**src/rtl/cache_pkg.sv**
```systemverilog
// Shared definitions for the cacheline burst path.
//   LINE_W / WORD_W : default line and memory word widths in bits.
//   BEATS           : word transactions per line (LINE_W / WORD_W).
//   state_t         : burst sequencer states.
package cache_pkg;

  localparam int LINE_W = 256;
  localparam int WORD_W = 32;
  localparam int BEATS  = LINE_W / WORD_W;

  typedef enum logic [1:0] {
    IDLE  = 2'd0,
    READ  = 2'd1,
    WRITE = 2'd2,
    DONE  = 2'd3
  } state_t;

endpackage

```
**src/rtl/line_beat_buf.sv**
```systemverilog
// Line-wide staging buffer for one burst, plus the published fill register.
//   load / load_data    : parallel load of a writeback line.
//   word_we / word_idx  : write word_in into word [word_idx] of the buffer.
//   word_out            : word [word_idx] of the buffer (writeback data).
//   publish             : copy the buffer, including the word being written
//                         this cycle, into line_out.
//   line_out            : last completed fill; only changes on publish.
module line_beat_buf #(
  parameter int LINE_W = 256,
  parameter int WORD_W = 32,
  parameter int IDX_W  = 3
) (
  input  logic              clk,
  input  logic              rst_n,
  input  logic              load,
  input  logic [LINE_W-1:0] load_data,
  input  logic              word_we,
  input  logic [IDX_W-1:0]  word_idx,
  input  logic [WORD_W-1:0] word_in,
  output logic [WORD_W-1:0] word_out,
  input  logic              publish,
  output logic [LINE_W-1:0] line_out
);

  logic [LINE_W-1:0] words_q;
  logic [LINE_W-1:0] merged;
  logic [LINE_W-1:0] line_q;

  // Buffer as it will look after this cycle's word write; publishing from
  // here lets the final beat land in line_out on the same edge.
  always_comb begin
    merged = words_q;
    merged[word_idx*WORD_W +: WORD_W] = word_in;
  end

  assign word_out = words_q[word_idx*WORD_W +: WORD_W];

  // NOTE: the staging buffer has no reset; every word is either loaded or
  // written before it is read, and its outputs are gated by state upstream.
  always_ff @(posedge clk) begin
    if (load) begin
      words_q <= load_data;
    end else if (word_we) begin
      words_q <= merged;
    end
  end

  always_ff @(posedge clk or negedge rst_n) begin
    if (!rst_n) begin
      line_q <= '0;
    end else if (publish) begin
      line_q <= merged;
    end
  end

  assign line_out = line_q;

endmodule

```
**src/rtl/cacheline_burst_ctrl.sv**
```systemverilog
// Sequences one cacheline fill or writeback as eight back-to-back word
// transactions on the physical memory port.
//   line_read / line_write : line requests, held until line_resp.
//   line_addr              : line address; low line-offset bits ignored.
//   line_wdata             : writeback line, captured on accept.
//   line_rdata             : last completed fill line.
//   line_resp              : one-cycle completion pulse.
//   busy                   : high whenever not IDLE.
//   pmem_*                 : word-wide memory request/response port.
module cacheline_burst_ctrl
  import cache_pkg::*;
#(
  parameter int ADDR_W = 32,
  parameter int LINE_W = cache_pkg::LINE_W,
  parameter int WORD_W = cache_pkg::WORD_W
) (
  input  logic                clk,
  input  logic                rst_n,
  input  logic                line_read,
  input  logic                line_write,
  input  logic [ADDR_W-1:0]   line_addr,
  input  logic [LINE_W-1:0]   line_wdata,
  output logic [LINE_W-1:0]   line_rdata,
  output logic                line_resp,
  output logic                busy,
  output logic                pmem_read,
  output logic                pmem_write,
  output logic [ADDR_W-1:0]   pmem_addr,
  output logic [WORD_W-1:0]   pmem_wdata,
  output logic [WORD_W/8-1:0] pmem_byte_enable,
  input  logic [WORD_W-1:0]   pmem_rdata,
  input  logic                pmem_resp
);

  localparam int BEATS_L = LINE_W / WORD_W;
  localparam int BEAT_W  = $clog2(BEATS_L);
  localparam int WB_W    = $clog2(WORD_W / 8);
  localparam logic [BEAT_W-1:0] LAST_BEAT = BEAT_W'(BEATS_L - 1);
  // Clears the byte-offset-within-line bits of a line address.
  localparam logic [ADDR_W-1:0] BASE_MASK = ~ADDR_W'((LINE_W / 8) - 1);

  state_t              state_q, state_d;
  logic [BEAT_W-1:0]   beat_q, beat_d;
  logic [ADDR_W-1:0]   base_q, base_d;
  logic                accept_wr;
  logic                word_we;
  logic                publish;
  logic                active;
  logic [WORD_W-1:0]   word_out;
  logic [ADDR_W-1:0]   beat_offset;

  always_comb begin
    state_d   = state_q;
    beat_d    = beat_q;
    base_d    = base_q;
    accept_wr = 1'b0;
    case (state_q)
      IDLE: begin
        // Writeback wins when both requests are up; the read is not queued.
        if (line_write) begin
          state_d   = WRITE;
          beat_d    = '0;
          base_d    = line_addr & BASE_MASK;
          accept_wr = 1'b1;
        end else if (line_read) begin
          state_d = READ;
          beat_d  = '0;
          base_d  = line_addr & BASE_MASK;
        end
      end
      READ, WRITE: begin
        if (pmem_resp) begin
          if (beat_q == LAST_BEAT) begin
            state_d = DONE;
            beat_d  = '0;
          end else begin
            beat_d = beat_q + BEAT_W'(1);
          end
        end
      end
      DONE:    state_d = IDLE;
      default: state_d = IDLE;
    endcase
  end

  // NOTE: sequential state uses non-blocking assignments so every register
  // samples the pre-edge values, independent of statement order.
  always_ff @(posedge clk or negedge rst_n) begin
    if (!rst_n) begin
      state_q <= IDLE;
      beat_q  <= '0;
      base_q  <= '0;
    end else begin
      state_q <= state_d;
      beat_q  <= beat_d;
      base_q  <= base_d;
    end
  end

  assign word_we = (state_q == READ) && pmem_resp;
  assign publish = word_we && (beat_q == LAST_BEAT);

  line_beat_buf #(
    .LINE_W (LINE_W),
    .WORD_W (WORD_W),
    .IDX_W  (BEAT_W)
  ) u_buf (
    .clk       (clk),
    .rst_n     (rst_n),
    .load      (accept_wr),
    .load_data (line_wdata),
    .word_we   (word_we),
    .word_idx  (beat_q),
    .word_in   (pmem_rdata),
    .word_out  (word_out),
    .publish   (publish),
    .line_out  (line_rdata)
  );

  // Base is line-aligned, so the beat offset can simply be OR-ed in.
  assign beat_offset = {{(ADDR_W - BEAT_W - WB_W){1'b0}}, beat_q, {WB_W{1'b0}}};

  assign active           = (state_q == READ) || (state_q == WRITE);
  assign busy             = (state_q != IDLE);
  assign line_resp        = (state_q == DONE);
  assign pmem_read        = (state_q == READ);
  assign pmem_write       = (state_q == WRITE);
  assign pmem_addr        = active ? (base_q | beat_offset) : '0;
  assign pmem_wdata       = (state_q == WRITE) ? word_out : '0;
  assign pmem_byte_enable = active ? '1 : '0;

endmodule

```
**config.mk**
```make
export PLATFORM = sky130hd
export DESIGN_NAME = cacheline_burst_ctrl
export DESIGN_NICKNAME = d
export VERILOG_FILES = /design/src/rtl/cache_pkg.sv /design/src/rtl/line_beat_buf.sv /design/src/rtl/cacheline_burst_ctrl.sv
export SDC_FILE = /design/constraint.sdc
export NUM_CORES = 1
export LEC_CHECK = 0
export BUFFER_PORTS_ARGS = -buffer_cell sky130_fd_sc_hd__buf_4
export CAP_MARGIN = 20
export CORE_AREA = 5 5 293 295
export CTS_BUF_LIST = sky130_fd_sc_hd__clkbuf_4
export DETAILED_ROUTE_END_ITERATION = 8
export DIE_AREA = 0 0 298 300
export GPL_TIMING_DRIVEN = 0
export SLEW_MARGIN = 20
export SYNTH_ARGS = -nofsm -noshare
export SYNTH_HDL_FRONTEND = slang
export SYNTH_SLANG_ARGS = --single-unit
```
**constraint.sdc**
```tcl
create_clock -name clk -period 13.9 [get_ports clk]
set_input_delay 2.085 -clock clk [delete_from_list [all_inputs] [get_ports clk]]
set_output_delay 2.085 -clock clk [all_outputs]
set_load 0.05 [all_outputs]
```
## Word level (Yosys, flattened, before mapping)

Index checks and enable logic that the tools add are counted.

- $add $sub $neg: 2
- Shifts and indexed selects: 3
- Reduce and logical (&&, ||, !) cells: 12
- Bitwise gates (word level): 1
- Mux-type cells: 20
- Eq/ne operators: 7

Operators by type and width:

| operator | count |
|---|---|
| 2-to-1 mux 256 bit | 2 |
| bitwise mux 256 bit | 1 |
| variable shift 32 x 34 -> 256 bit, first input constant | 1 |
| indexed part select 256 x 9 -> 32 bit | 1 |
| indexed part select 32 x 34 -> 256 bit | 1 |
| 2-to-1 mux 32 bit | 4 |
| negation 8 -> 34 bit | 1 |
| OR 32 x 5 -> 32 bit | 1 |
| 2-to-1 mux 3 bit | 4 |
| 2-to-1 mux 2 bit | 4 |
| nonzero test 2 bit | 4 |
| case mux 2 bit (3 select lines) | 1 |
| case mux 3 bit (2 select lines) | 1 |
| AND reduction 3 bit | 2 |
| == test 2 bit, second input constant | 2 |
| 2-to-1 mux 4 bit | 1 |
| inequality test 2 bit, second input constant | 2 |
| adder 3 x 1 -> 3 bit, second input constant | 1 |
| == test 3 bit, second input constant | 1 |
| inequality test 3 bit, second input constant | 1 |
| == test 2 x 1 -> 1 bit, second input constant | 1 |
| logical AND 1 bit | 2 |
| logical NOT 2 bit | 1 |
| 2-to-1 mux 1 bit | 2 |
| 3 further kinds | 3 |

- Bits of input ports: 325
- Word-level logic and storage cells: 50
- Bits in registers: 549
- Output and inout bits: 328

## Logic depth before layout (Yosys ltp)

- Depth after elaboration: 5
- Depth in mapped cells: 13
- Depth with buffers taken out: 6

## Cells and area by module

From an unflattened synthesis, not the netlist that was laid out.

- Cell total of the unflattened synthesis: 2589
- Area, all modules: 27467.6 µm²

Modules (own cells, without submodules):

| module | area an instance (µm²) | cells each | times used | sequential area each (µm²) |
|---|---|---|---|---|
| line_beat_buf | 25518.2 | 2420 | 1 | 14093.5 |
| cacheline_burst_ctrl | 1949.4 | 169 | 1 | 800.8 |

## Worst setup path after synthesis

Ideal clock, no wire load.

- Path type: input -> register
- From: input line_write
- To: register u_buf.words_q[0] (enable)
- Arrival time: 7357 ps
- Stages: 6
- Setup slack: 4584 ps
- Required time: 11941 ps
- Library setup time: 1959 ps
- Buffers on the path: 4
- Cell sequence: clkbuf_1 nand2_1 clkbuf_1 clkbuf_1 buf_1 nand2_1

- Longest elaborated chain between the ends: 3

RTL lines:

| element | RTL line | RTL |
|---|---|---|
| start: declaration | cacheline_burst_ctrl.sv:20 | `input logic line_write,` |
| 2-to-1 mux 1 bit | cacheline_burst_ctrl.sv:60 | `if (line_write) begin` |
| 2-to-1 mux 1 bit | cacheline_burst_ctrl.sv:57 | `case (state_q)` |
| nonzero test 2 bit (no line) | n/a |  |
| end signal: assignment | line_beat_buf.sv:42 | `words_q <= load_data;` |
| end signal: assignment | line_beat_buf.sv:44 | `words_q <= merged;` |
| end: declaration | line_beat_buf.sv:25 | `logic [LINE_W-1:0] words_q;` |

Every way passes these cells.
A chain may end at the register's enable or synchronous reset.

## Worst setup path after layout

- From: register beat_q[1]
- To: output pmem_wdata[30]

- Longest elaborated chain between the ends: 2

RTL lines:

| element | RTL line | RTL |
|---|---|---|
| start: declaration | cacheline_burst_ctrl.sv:43 | `logic [BEAT_W-1:0] beat_q, beat_d;` |
| start signal: assignment | cacheline_burst_ctrl.sv:95 | `beat_q <= beat_d;` |
| indexed part select 256 x 9 -> 32 bit | line_beat_buf.sv:36 | `assign word_out = words_q[word_idx*WORD_W +: WORD_W];` |
| 2-to-1 mux 32 bit | cacheline_burst_ctrl.sv:129 | `assign pmem_wdata = (state_q == WRITE) ? word_out : '0;` |
| end: declaration | cacheline_burst_ctrl.sv:29 | `output logic [WORD_W-1:0] pmem_wdata,` |

Every way passes these cells.

==> key figures <==
Run status
  – Status: complete, but fails checks
  – Violated checks: design-rule violations

Timing
  – Max-slew violations: 0
  – Final Cycle Share: 0.485
  – Hold_ws: 0.481 ns
  – Slew @ Worst Pin: 1.29 ns
  – Rel. slew slack: 0.137
  – Final setup vio count: 0
  – RSZ-0062 raised after global routing: false
  – Hold Vio Cnt, Final: 0
  – Fin crit period: 6.75 ns
  – Fin Clk Skew: 0.0442 ns
  – Fmax: 148 MHz
  – Fin worst setup slack: 7.15 ns

Critical path
  – CP max FO: 10
  – Data arrival time of the critical path: 4.66 ns
  – R2R Setup Slk: 8.21 ns
  – CP endpoint: pmem_wdata[30]
  – CP Class: flip-flop to output port
  – R2r endpoint: u_buf.words_q[26]
  – CP startpoint: beat_q[1]
  – Worst path required time: 11.81 ns
  – Reg-to-Reg Start: beat_q[1]
  – Cell count of the worst reg-to-reg path: 12
  – CP Capture Type: output port
  – Type of origin of the critical path: flip-flop

Synthesis
  – Synth area leader: edfxtp_1
  – Synth area leaders: edfxtp_1 (27%), dfrtp_1 (25%), mux4_2 (5.0%)
  – Ys flop type: dfrtp_1
  – Synth cell types: 52
  – Sequential element share of the synthesized area: 0.517
  – Ys Warns: 0
  – Ys async rst share: 0.529
  – Mapped cell area: 28800 sq um
  – Number of synthesized flops with an enable pin: 256
  – Top-area cell type share of the netlist area: 0.267
  – Syn_area_per_cell: 10.5 sq um
  – Cells after Synth: 2745
  – #FFs+latches synth: 544

Floorplan
  – Die width: 298 um
  – Chip Height: 300 um
  – Initial core utilization: 0.348
  – Die area: 89400 sq um
  – I/O pin cnt: 653
  – Row cnt: 106
  – Core Footprint: 82900 sq um

Power
  – Max rail drop VDD: 0.151 mV
  – Leakage: 0.0161 uW
  – P per Cell Area: 253 nW/um^2

Clock tree
  – Post-CTS sizing: 0
  – CTS Buf Count: 153
  – CTS tree: done
  – Clk_lat worst skew: 1.04 ns
  – Clock Tree Buf Depth: 3
  – CTS Root Cell: clkbuf_4
  – H-tree lvl count: 4
  – Hold-fix buffers, CTS: 0
  – Clock Sinks: 544
  – Post-CTS Setup Bufs: 0
  – Clock transition at path regs: 0.08 ns

Placement
  – Detail Placement HPWL: 128000 um
  – Port Buf Inserts: 644
  – Pre-CTS setup slack: 7.82 ns
  – Area post-placement: 35300 sq um
  – DP Cell Count: 4478
  – GP Congestion: 1.00

Drt
  – DRT Pass-1 Iters: 9
  – Routed wire length: 162000 um
  – DRT antenna net count: 0
  – Iter 0 DRT Violations: 4674
  – Detailed-route DRC error count: 1
  – Vias per cell: 6.21
  – WL/cell: 33.8 um
  – Vias: 29.7k

Final layout
  – Area of the multi-input gates: 12500 sq um
  – FF/Latch Area: 14900 sq um
  – Share of layout cells above drive strength 1: 0.290
  – Filler-free cell count of the finished design: 4776
  – Design area: 37400 sq um
  – Area Overhead vs Synth: 29.7%
  – Final #Nets: 3890
  – Fill cells: 8174

GRT
  – Largest net degree at the start of global routing: 87
  – Vias in the first global route: 28.7k
  – Total GRT Usage: 0.345
  – Grt ovf: 0
  – Initial antenna violation count: 19
  – Global-route wire length before repair: 220000 um

Hold path
  – Hold Crit Class: flip-flop to flip-flop

Flow run
  – Max-Cap Viols: 0
[cell type report]
| type | instances | area share |
|---|---|---|
| Antenna cell | 9 | 0.000602 |
| Buffer | 318 | 0.0350 |
| Clock buffer | 237 | 0.0476 |
| Clock inverter | 51 | 0.00793 |
| Inverter | 52 | 0.00522 |
| Multi-Input combinational cell | 1832 | 0.334 |
| Sequential cell | 544 | 0.398 |
| Tap cell | 1080 | 0.0361 |
| Timing Repair Buffer | 653 | 0.136 |
[how the worst min path moves through the flow]
stage,cells past startpoint,start,slack [ns],to
after floorplan,1,base_q[10],0.47,base_q[10]
after global placement,2,u_buf.line_out[93],0.47,u_buf.line_out[93]
after detailed placement,2,u_buf.line_out[36],0.47,u_buf.line_out[36]
after CTS,2,u_buf.line_out[36],0.49,u_buf.line_out[36]
after global routing,2,u_buf.line_out[43],0.51,u_buf.line_out[43]
final,2,u_buf.line_out[36],0.48,u_buf.line_out[36]
[logic make-up (layout without fill, tap and decap cells)]
family	count (synthesis)	count (layout)	synth area share
flops	544	544	0.517
simple gates	920	920	0.166
fa+ha+maj	11	11	0.00477
compound gates	732	732	0.174
other cells	1	11	0.000130
buf+inv	370	1311	0.0522
mux	167	167	0.0870
[layer usage]
layer,up-vias,global-route usage,routed length (um)
li1,12200,-,-
met1,14500,0.431,58600
met2,2427,0.531,71600
met3,529,0.124,21100
met4,16,0.178,10100
met5,-,0,106
[through the flow]
| step | setup TNS (ns) | util | total power (uW) |
|---|---|---|---|
| 5_1_grt | 0 | 0.451 | 9710 |
| 3_3_place_gp | -45.11 | 0.422 | 7740 |
| 4_1_cts | 0 | 0.450 | 9280 |
| 6_report | 0 | 0.451 | 9450 |
| 2_1_floorplan | 0 | - | 5780 |
| 3_5_place_dp | 0 | 0.425 | 7680 |
[cell usage in the layout (no fill, tap or decap), types with 80 or more instances in the layout]
master | Yosys | layout
nor2_1 | 219 | 219
nand2_1 | 222 | 221
a31oi_1 | 107 | 107
o211ai_1 | 150 | 150
clkbuf_4 | 0 | 237
buf_4 | 8 | 651
and3_1 | 80 | 80
nand3_1 | 168 | 168
clkbuf_1 | 256 | 255
a221o_1 | 106 | 106
o21ai_0 | 192 | 192
a21oi_1 | 98 | 98
dfrtp_1 | 288 | 288
edfxtp_1 | 256 | 256
[Yosys cell counts, types with 32 or more instances]
| cell type | instances |
|---|---|
| nand4_1 | 71 |
| a21oi_1 | 98 |
| nor2_1 | 219 |
| nand2_1 | 222 |
| a221o_1 | 106 |
| edfxtp_1 | 256 |
| and2_1 | 59 |
| a31oi_1 | 107 |
| mux4_2 | 64 |
| dfrtp_1 | 288 |
| nor4bb_1 | 51 |
| inv_1 | 52 |
| clkbuf_1 | 256 |
| buf_2 | 32 |
| a22o_1 | 32 |
| nand3_1 | 168 |
| o21ai_0 | 192 |
| o211ai_1 | 150 |
| and3_1 | 80 |
| mux2i_1 | 75 |
[critical path: stages (launching register included)]
cell	delay [ns]
dfrtp_1	0.37
buf_2	0.26
buf_1	0.95
clkbuf_1	1.00
mux4_2	0.50
a22o_1	0.31
buf_4	0.22
[flip-flops by register name (all words and copies together), names as in the netlist]
signal / flops
u_buf.line_out: 256
u_buf.words_q: 256
base_q: 27
state_q: 2
beat_q: 3
[report_power, final]
group / internal (uW) / switching [uW]
combinational: 1490 / 3390
sequential: 2450 / 506
clock: 821 / 795
total: 4760 / 4690
Power figures use the tool's default switching activity.
